### src/rtl/cpu_ctrl_pkg.sv
// cpu_ctrl_pkg: shared encodings and constants for the cpu_run_ctrl run/debug controller.
package cpu_ctrl_pkg;

    typedef enum logic [2:0] {
        ST_IDLE   = 3'd0,
        ST_CRST   = 3'd1,
        ST_RUN    = 3'd2,
        ST_STEP   = 3'd3,
        ST_HALTED = 3'd4
    } run_state_t;

    typedef enum logic [1:0] {
        CAUSE_NONE    = 2'd0,
        CAUSE_USER    = 2'd1,
        CAUSE_BREAK   = 2'd2,
        CAUSE_TIMEOUT = 2'd3
    } halt_cause_t;

    localparam int TRACE_DEPTH = 8;
    localparam int TRACE_IDX_W = $clog2(TRACE_DEPTH);

    // Core-reset hold counter; wide enough for hold times up to 15 cycles.
    localparam int RST_CNT_W = 4;

endpackage

### src/rtl/pc_trace_buf.sv
// pc_trace_buf: circular history of executed PCs with synchronous clear and
// combinational read, indexed backwards from the most recent entry.
module pc_trace_buf
    import cpu_ctrl_pkg::*;
#(
    parameter int PC_W = 16
) (
    input  logic                   clk,
    input  logic                   rst,
    input  logic                   clr,
    input  logic                   we,
    input  logic [PC_W-1:0]        wdata,
    input  logic [TRACE_IDX_W-1:0] rd_idx,
    output logic [PC_W-1:0]        rd_data
);

    logic [PC_W-1:0]        mem [TRACE_DEPTH];
    logic [TRACE_IDX_W-1:0] wptr;
    logic [TRACE_IDX_W-1:0] rptr;

    // NOTE: the buffer is small and must read back as zero after reset, so the
    // storage is reset like ordinary flops instead of being left to a RAM macro.
    always_ff @(posedge clk or posedge rst) begin
        if (rst) begin
            for (int i = 0; i < TRACE_DEPTH; i++) mem[i] <= '0;
            wptr <= '0;
        end else if (clr) begin
            for (int i = 0; i < TRACE_DEPTH; i++) mem[i] <= '0;
            wptr <= '0;
        end else if (we) begin
            mem[wptr] <= wdata;
            wptr      <= wptr + TRACE_IDX_W'(1);
        end
    end

    // Pointer arithmetic wraps naturally at the power-of-two depth.
    assign rptr    = wptr - TRACE_IDX_W'(1) - rd_idx;
    assign rd_data = mem[rptr];

endmodule

### src/rtl/cpu_run_ctrl.sv
// cpu_run_ctrl: run/debug sequencer for the single-cycle 16-bit core.
// Define CPU_RUN_CTRL_TRACE_EN to build the 8-entry executed-PC trace buffer.
module cpu_run_ctrl
    import cpu_ctrl_pkg::*;
#(
    parameter int PC_W       = 16,
    parameter int CNT_W      = 32,
    parameter int RST_CYCLES = 2,
    parameter int MAX_CYCLES = 455
) (
    input  logic                   clk,
    input  logic                   rst,
    input  logic                   start,
    input  logic                   stop,
    input  logic                   step,
    input  logic                   abort,
    input  logic                   bp_en,
    input  logic [PC_W-1:0]        bp_addr,
    input  logic [PC_W-1:0]        pc,
    output logic                   core_en,
    output logic                   core_rst,
    output logic [2:0]             state,
    output logic [1:0]             halt_cause,
    output logic [CNT_W-1:0]       instr_cnt,
    input  logic [TRACE_IDX_W-1:0] trace_idx,
    output logic [PC_W-1:0]        trace_pc
);

    run_state_t           state_q;
    halt_cause_t          cause_q;
    logic [RST_CNT_W-1:0] rst_cnt;
    logic                 skip_bp;
    logic                 bp_hit;
    logic                 timeout_hit;
    logic [CNT_W-1:0]     cnt_inc;

    // skip_bp lets a resumed core execute the instruction it is parked on.
    assign bp_hit = bp_en && (pc == bp_addr) && !skip_bp;

    // NOTE: every output of a combinational block gets a default first, so no
    // path through the case can leave it unassigned and infer a latch.
    always_comb begin
        core_en = 1'b0;
        case (state_q)
            ST_RUN:  core_en = !bp_hit;
            ST_STEP: core_en = 1'b1;
            default: core_en = 1'b0;
        endcase
    end

    assign cnt_inc     = (&instr_cnt) ? instr_cnt : instr_cnt + CNT_W'(1);
    assign timeout_hit = (MAX_CYCLES != 0) && (cnt_inc == CNT_W'(MAX_CYCLES));

    // NOTE: state registers use non-blocking assignments so every flop samples
    // the pre-edge values regardless of statement order.
    always_ff @(posedge clk or posedge rst) begin
        if (rst) begin
            state_q   <= ST_IDLE;
            cause_q   <= CAUSE_NONE;
            core_rst  <= 1'b1;
            instr_cnt <= '0;
            rst_cnt   <= '0;
            skip_bp   <= 1'b0;
        end else if (abort) begin
            state_q  <= ST_IDLE;
            core_rst <= 1'b1;
            skip_bp  <= 1'b0;
        end else begin
            case (state_q)
                ST_IDLE: begin
                    if (start) begin
                        state_q   <= ST_CRST;
                        cause_q   <= CAUSE_NONE;
                        instr_cnt <= '0;
                        rst_cnt   <= RST_CNT_W'(RST_CYCLES);
                        skip_bp   <= 1'b0;
                    end
                end
                ST_CRST: begin
                    rst_cnt <= rst_cnt - RST_CNT_W'(1);
                    if (rst_cnt <= RST_CNT_W'(1)) begin
                        state_q  <= ST_RUN;
                        core_rst <= 1'b0;
                    end
                end
                ST_RUN: begin
                    if (core_en) begin
                        instr_cnt <= cnt_inc;
                        skip_bp   <= 1'b0;
                    end
                    // A user stop outranks a breakpoint seen in the same cycle.
                    if (stop) begin
                        state_q <= ST_HALTED;
                        cause_q <= CAUSE_USER;
                    end else if (!core_en) begin
                        state_q <= ST_HALTED;
                        cause_q <= CAUSE_BREAK;
                    end else if (timeout_hit) begin
                        state_q <= ST_HALTED;
                        cause_q <= CAUSE_TIMEOUT;
                    end
                end
                ST_STEP: begin
                    instr_cnt <= cnt_inc;
                    skip_bp   <= 1'b0;
                    state_q   <= ST_HALTED;
                end
                ST_HALTED: begin
                    if (step) begin
                        state_q <= ST_STEP;
                    end else if (start && (cause_q != CAUSE_TIMEOUT)) begin
                        state_q <= ST_RUN;
                        skip_bp <= 1'b1;
                    end
                end
                default: begin
                    state_q  <= ST_IDLE;
                    core_rst <= 1'b1;
                end
            endcase
        end
    end

    assign state      = state_q;
    assign halt_cause = cause_q;

`ifdef CPU_RUN_CTRL_TRACE_EN
    logic trace_clr;

    // Only a start taken from IDLE begins a fresh trace; resumes keep history.
    assign trace_clr = (state_q == ST_IDLE) && start && !abort;

    pc_trace_buf #(
        .PC_W (PC_W)
    ) u_trace (
        .clk     (clk),
        .rst     (rst),
        .clr     (trace_clr),
        .we      (core_en),
        .wdata   (pc),
        .rd_idx  (trace_idx),
        .rd_data (trace_pc)
    );
`else
    logic unused_trace_idx;

    assign unused_trace_idx = ^trace_idx;
    assign trace_pc         = '0;
`endif

endmodule

### config.mk
export PLATFORM = sky130hd
export DESIGN_NAME = cpu_run_ctrl
export DESIGN_NICKNAME = d
export VERILOG_FILES = /design/src/rtl/cpu_ctrl_pkg.sv /design/src/rtl/pc_trace_buf.sv /design/src/rtl/cpu_run_ctrl.sv
export SDC_FILE = /design/constraint.sdc
export NUM_CORES = 1
export LEC_CHECK = 0
export BUFFER_PORTS_ARGS = -buffer_cell sky130_fd_sc_hd__buf_2
export CAP_MARGIN = 10
export CORE_ASPECT_RATIO = 1.5
export CORE_UTILIZATION = 55
export CTS_BUF_LIST = sky130_fd_sc_hd__clkbuf_8
export CTS_CLUSTER_DIAMETER = 60
export DETAILED_ROUTE_END_ITERATION = 12
export GPL_ROUTABILITY_DRIVEN = 0
export HOLD_SLACK_MARGIN = 0.12
export MAX_ROUTING_LAYER = met4
export PLACE_DENSITY = 0.93
export REMOVE_ABC_BUFFERS = 1
export SLEW_MARGIN = 20
export SYNTH_ARGS = -nofsm -noshare
export SYNTH_HDL_FRONTEND = slang
export SYNTH_SLANG_ARGS = --single-unit
### constraint.sdc
create_clock -name clk -period 4.2 [get_ports clk]
set_input_delay 0.21 -clock clk [delete_from_list [all_inputs] [get_ports clk]]
set_output_delay 0.21 -clock clk [all_outputs]
set_load 0.005 [all_outputs]
==> impl_metrics.ini, run 1 <==
[floorplan]
ios = 97
dieWidth_um = 67.60
core_area_sq_um = 6175
die_h_um = 100.4
dieArea_sq_um = 6786
rows = 35
initial_core_util_pct = 57.49

[routing]
wl_met1_um = 3591
wire_per_inst_um = 16.99
drt_first_pass_iters = 5
routed.top_layer = met4
wl_met2_um = 5066
drt-vias-per-instance = 6.454
finalWirelength_um = 9886
wl_met3_um = 721
drt-initial-drc-count = 211
vias = 3756
drc_errors = 0
postRouteAntennaNets = 0

[logic_synthesis]
async_reset_ff_share_pct = 100.0
ys_seq_elements = 43
syn_area_sq_um = 3550
ys.flop_type = dfrtp_1
yosys.cell_types.count = 66
synth_edf_count = 0
synth.avg_cell_area_sq_um = 8.013
ys_warn_count = 0
netlist_instances = 443
synth.yosys.seq_area_share_pct = 30.35

[pwr]
p_leak_nw = 1.814
powerDensity_nw_per_um2 = 254.8
finalPower_w = 0.001013
ir_drop_mv = 0.1872

[worst_setup_path]
start_kind = register
rrSetupSlack_ns = 0.67
worst-path-max-fanout = 10
worst_setup_path_end_kind = register
arrival_ns = 3.72
worst-endpoint-required_ns = 4.40
rr_worst_depth = 9
regToRegStartpoint = instr_cnt[4]$_DFFE_PP0P_
startpoint = instr_cnt[4]$_DFFE_PP0P_
crit_type = register to register

[global_route]
grt_usage_pct = 32.23
grt_max_degree = 44
antenna_found_initial = 0
grt_pass1_vias = 3608
grt_pass1_wl_um = 16480
overflow = 0

[sta]
slew_viol_final = 0
rsz0062_at_grt = false
fin_crit_sh_pct = 83.99
worstMarginPinSlew_ns = 1.045
max_slew_margin_pct = 29.78
setup_viol = 0
fin_worst_skew_ns = 0.01167
min_period_ns = 3.528
max_freq_ghz = 0.2835
fin_tns_setup_ns = 0
hold_violations = 0

[clock_network]
clockBufferDepth = 2
clkLatencyLatePin_ns = 0.30
cts_resized = 0
cts_tree = yes
root_buffer = clkbuf_8
cts.clk_slew.worst_paths_ns = 0.09
cts_buffers = 5
htree_levels = 2
clock_sinks = 43

[cells_and_area]
stdcell_area_sq_um = 3974
n_antenna_cell = 0
final_util_pct = 64.36
stdcell_count = 582
area_delta_synth_final_pct = 11.95
nNetsFinal = 552
nFillCells = 538
drive_gt1_share_pct = 22.44

[min_path]
min-delay-start = abort
hold_path_class = input pin to register
worstHoldPathCells = 2

[placement]
post-dp-hpwl_um = 7172
io_buffers = 77
place_inst = 573
dpl_cell_area_sq_um = 3882

[run]
maxCapViolations = 0

[status]
status = complete, no violations
## cells in the final DEF, fill, tap and decap left out, types with 16 or more instances in the layout
| cell type | count |
|---|---|
| buf_2 | 77 |
| nor2_1 | 46 |
| o21ai_0 | 42 |
| dfrtp_1 | 42 |
| nand2_1 | 32 |
| a21oi_1 | 24 |
| xnor2_1 | 20 |
| nand3_1 | 16 |
| inv_1 | 16 |
| nand4_1 | 16 |
| nor3_1 | 16 |
| conb_1 | 16 |
## critical path: stages (launching register included)
cell       delay (ns)
dfrtp_1          0.59
nand3_2          0.23
nor3_1           0.85
xnor2_1          0.26
a32oi_1          0.18
a2111oi_2        0.36
nand4_1          0.21
o31ai_4          0.34
o31ai_2          0.09
mux2_4           0.30
## cell usage after synthesis (2+ instances only)
library cell  count  area [sq um]
dfrtp_1          42          1051
buf_2             8         40.04
mux2_2            3         33.78
o31ai_1          14         105.1
or4_1             3         22.52
a21oi_1          24         120.1
xnor2_1          20         175.2
nand4_4           2         42.54
nor2b_1           7         43.79
or3_1             3         18.77
nand4_1          16         100.1
ha_1              3         37.54
buf_4            18         135.1
nor2_1           46         172.7
o22a_1            2         17.52
clkbuf_1         12         45.04
nand2b_1          5         31.28
or4_4             2         22.52
o21bai_1          2         15.01
nand3_2           3         30.03
inv_1            14         52.55
o21ai_0          42         210.2
nand2_1          32         120.1
and2_1            4         25.02
nand3b_1          3         22.52
and3_1            9         56.30
mux2i_1           2         20.02
a211o_1           2         17.52
xor2_1            4         35.03
nor4_1            5         31.28
a31oi_1          14         87.58
o41ai_1           7         61.31
a22o_1            3         26.28
nand3_1          16         80.08
or2_2             3         18.77
nor4b_1           3         26.28
nor3_1           16         80.08
## metrics by stage
| step | worst slack [ns] | hold slack (ns) |
|---|---|---|
| after global routing | 0.5398 | 0.1363 |
| after global placement | 0.8537 | 0.3868 |
| after CTS | 0.7718 | 0.1367 |
| final | 0.6725 | 0.1374 |
| after detailed placement | 0.7943 | 0.3890 |
| after floorplan | 1.099 | 0.2835 |
## final cells by class
type,instances,area (sq um),share of cell area (%)
Clock buffer,5,68.82,1.732
Sequential cell,43,1077,27.11
Inverter,14,52.55,1.322
Clock inverter,3,12.51,0.3149
Tap cell,74,92.59,2.330
Timing Repair Buffer,81,417.9,10.52
Multi-Input combinational cell,362,2252,56.68
## layer usage
layer  track usage (%)  vias up
met5                 -        -
met4             18.99        0
met3             8.523       61
met2             52.25      190
met1             34.15     1775
li1                  -     1730
## power breakdown
group / internal, W / leakage (nW) / total [W] / switching, W
clock: 0.000112 / 0.0505 / 0.000261 / 0.000149
combinational: 0.000110 / 1.17 / 0.000249 / 0.000139
sequential: 0.000450 / 0.589 / 0.000503 / 0.0000532
## final timing paths
check / end
setup / recovery: halt_cause[0]$_DFFE_PP0P_
hold / removal: state[0]$_DFFE_PP0P_
setup reg to reg: halt_cause[0]$_DFFE_PP0P_
hold reg to reg: halt_cause[1]$_DFFE_PP0P_
max in group asynchronous: instr_cnt[23]$_DFFE_PP0P_
min in group asynchronous: instr_cnt[28]$_DFFE_PP0P_
## cell families after synthesis
logic type | Yosys count | synth area share, %
AO/OA/AOI/OAI | 127 | 23.48
XOR/XNOR | 24 | 5.922
adder cells (fa/ha/maj) | 3 | 1.058
buffers and inverters | 53 | 7.790
flip-flops | 43 | 30.35
multiplexers | 6 | 1.938
other | 1 | 0.1056
AND/OR/NAND/NOR | 186 | 29.36
## repair_timing
item                                   CTS  global route
buffers inserted                         0             0
endpoints found under the hold margin   42             0
setup endpoints to repair                0             0
hold buffers                             1             0
## flip-flops by register name, summed over array words and instances, names as in the netlist
register / count
state: 3
instr_cnt: 32
halt_cause: 2
core_rst: 1
rst_cnt: 4
skip_bp: 1
Note: power is estimated with default switching activity, not from simulation.
==> inputs of run 2 (changes only) <==
Clock period 4.2 ns to 3.7 ns, I/O delays scaled along.
==> run 2 against run 1 <==
  * Via count up 0.69%
  * Setup slack worse by 0.54 ns
  * Combinational power up 16%
  * Total power is 22% higher
  * Final area is 1.6% higher
  * Clock power grew 41%
  * Register-to-register slack got worse by 0.54 ns
  * Final cell count grew 0.86%
  * Critical path depth up 1
  * Routed wire length up 1.6%
  * Count of clock-buffer cells in the layout did not move
==> impl_metrics.ini, run 2 (synthesis results as in run 1) <==
[routing]
vias = 3782
drt-vias-per-instance = 6.443
postRouteAntennaNets = 0
drt-initial-drc-count = 308
wire_per_inst_um = 17.11
drc_errors = 0
finalWirelength_um = 10040
drt_first_pass_iters = 5

[clock_network]
clock_sinks = 43
cts_resized = 0
clockBufferDepth = 2
cts.clk_slew.worst_paths_ns = 0.09
root_buffer = clkbuf_8
htree_levels = 2
cts_buffers = 5
clkLatencyLatePin_ns = 0.30
cts_tree = yes

[global_route]
antenna_found_initial = 0
overflow = 0
grt_usage_pct = 31.31
grt_pass1_vias = 3576
grt_pass1_wl_um = 15900
grt_max_degree = 44

[placement]
io_buffers = 77
post-dp-hpwl_um = 7218
pre_cts_slack_ns = 0.2726

[min_path]
hold_path_class = input pin to register

[sta]
min_period_ns = 3.566
setup_slack_ns = 0.1340
fin_hold_ws_ns = 0.1422
max_slew_margin_pct = 38.06
fin_crit_sh_pct = 96.38
max_freq_ghz = 0.2804
setup_viol = 0
fin_worst_skew_ns = 0.01508
hold_violations = 0
worstMarginPinSlew_ns = 0.9220
slew_viol_final = 0

[floorplan]
die_h_um = 100.4
dieWidth_um = 67.60
dieArea_sq_um = 6786
core_area_sq_um = 6175
ios = 97
initial_core_util_pct = 57.49
rows = 35

[cells_and_area]
area_delta_synth_final_pct = 13.71
drive_gt1_share_pct = 23.20
most-common-layout-cells = 77 x buf_2, 46 x nor2_1, 42 x o21ai_0, 42 x dfrtp_1, 32 x nand2_1
largest_register_ffs = 32
top_register = instr_cnt
n_antenna_cell = 0
nNetsFinal = 557
final_common_cell = buf_2

[run]
maxCapViolations = 0

[status]
status = complete, no violations

[worst_setup_path]
worst-path-max-fanout = 9
worst-endpoint-required_ns = 3.89
regToRegStartpoint = instr_cnt[0]$_DFFE_PP0P_
start_kind = register
startpoint = instr_cnt[0]$_DFFE_PP0P_
rr_worst_depth = 10
worst_setup_path_end_kind = register
r2r_end = halt_cause[0]$_DFFE_PP0P_
crit_type = register to register
rrSetupSlack_ns = 0.13
arrival_ns = 3.76
setup.worst_path.end = halt_cause[0]$_DFFE_PP0P_

[pwr]
ir_drop_mv = 0.1871
p_leak_nw = 1.849
powerDensity_nw_per_um2 = 305.0
==> run 2: cell types whose count changed in the layout (fill, tap and decap cells not counted) <==
cell,change
buf_4,+5
clkinv_2,-1
bufinv_16,+1
==> run 2: worst min path at each step <==
stage | start | slack (ns) | end | depth (start not counted)
finish | abort | 0.14 | state[0]$_DFFE_PP0P_ | 2
global placement | rst | 0.36 | instr_cnt[30]$_DFFE_PP0P_ | 3
CTS | abort | 0.14 | state[0]$_DFFE_PP0P_ | 2
floorplan | abort | 0.26 | state[0]$_DFFE_PP0P_ | 1
detailed placement | rst | 0.36 | instr_cnt[30]$_DFFE_PP0P_ | 3
global route | abort | 0.14 | state[0]$_DFFE_PP0P_ | 2
==> run 2: through the flow <==
| step | instance area (sq um) | power (W) | std cells | utilization [%] | setup TNS, ns |
|---|---|---|---|---|---|
| 6_report | 4036 | 0.001231 | 587 | 65.37 | 0 |
| 5_1_grt | 4036 | 0.001293 | 587 | 65.37 | -0.005996 |
| 4_1_cts | 4021 | 0.001226 | 585 | 65.13 | 0 |
| 3_5_place_dp | 3905 | 0.0008647 | 576 | 63.24 | 0 |
| 3_3_place_gp | 3905 | 0.0008447 | 576 | 63.24 | 0 |
| 2_1_floorplan | 3382 | 0.0007508 | 419 | - | 0 |
==> run 2: worst max-delay path, stage by stage (launching register included) <==
cell and delay, ns:
dfrtp_1 0.46, ha_1 0.35, nand3_2 0.26, nor4_4 0.45, nand2_2 0.16, mux2_2 0.31
nor4_1 0.47, nand4_1 0.24, o31ai_4 0.34, o31ai_2 0.09, mux2_4 0.30
==> run 2: timing repair <==
item / 4_1_cts / 5_1_grt
setup endpoints to repair: 0 / 1
hold buffers: 1 / 0
endpoints found under the hold margin: 42 / 0
setup buffers: 0 / 2
==> run 2: cell type report <==
type / instances / area, sq um
multi-input combinational: 362 / 2252
fill: 509 / 2138
sequential: 43 / 1077
timing repair buffer: 86 / 455.4
tap: 74 / 92.59
clock buffer: 5 / 68.82
inverter: 14 / 52.55
clock inverter: 3 / 37.54
==> run 2: power breakdown <==
group / internal, W / switching, W / total [W]
logic: 0.000127 / 0.000163 / 0.000290
clock network: 0.000197 / 0.000170 / 0.000367
registers: 0.000511 / 0.0000633 / 0.000574
total: 0.000835 / 0.000396 / 0.00123
==> run 2: metal layers <==
| metal | wire [um] | track usage (%) | vias up |
|---|---|---|---|
| li1 | - | - | 1735 |
| met1 | 3652 | 33.62 | 1778 |
| met2 | 5191 | 53.08 | 218 |
| met3 | 777 | 5.568 | 51 |
| met4 | 422 | 16.37 | 0 |
| met5 | 0 | - | - |
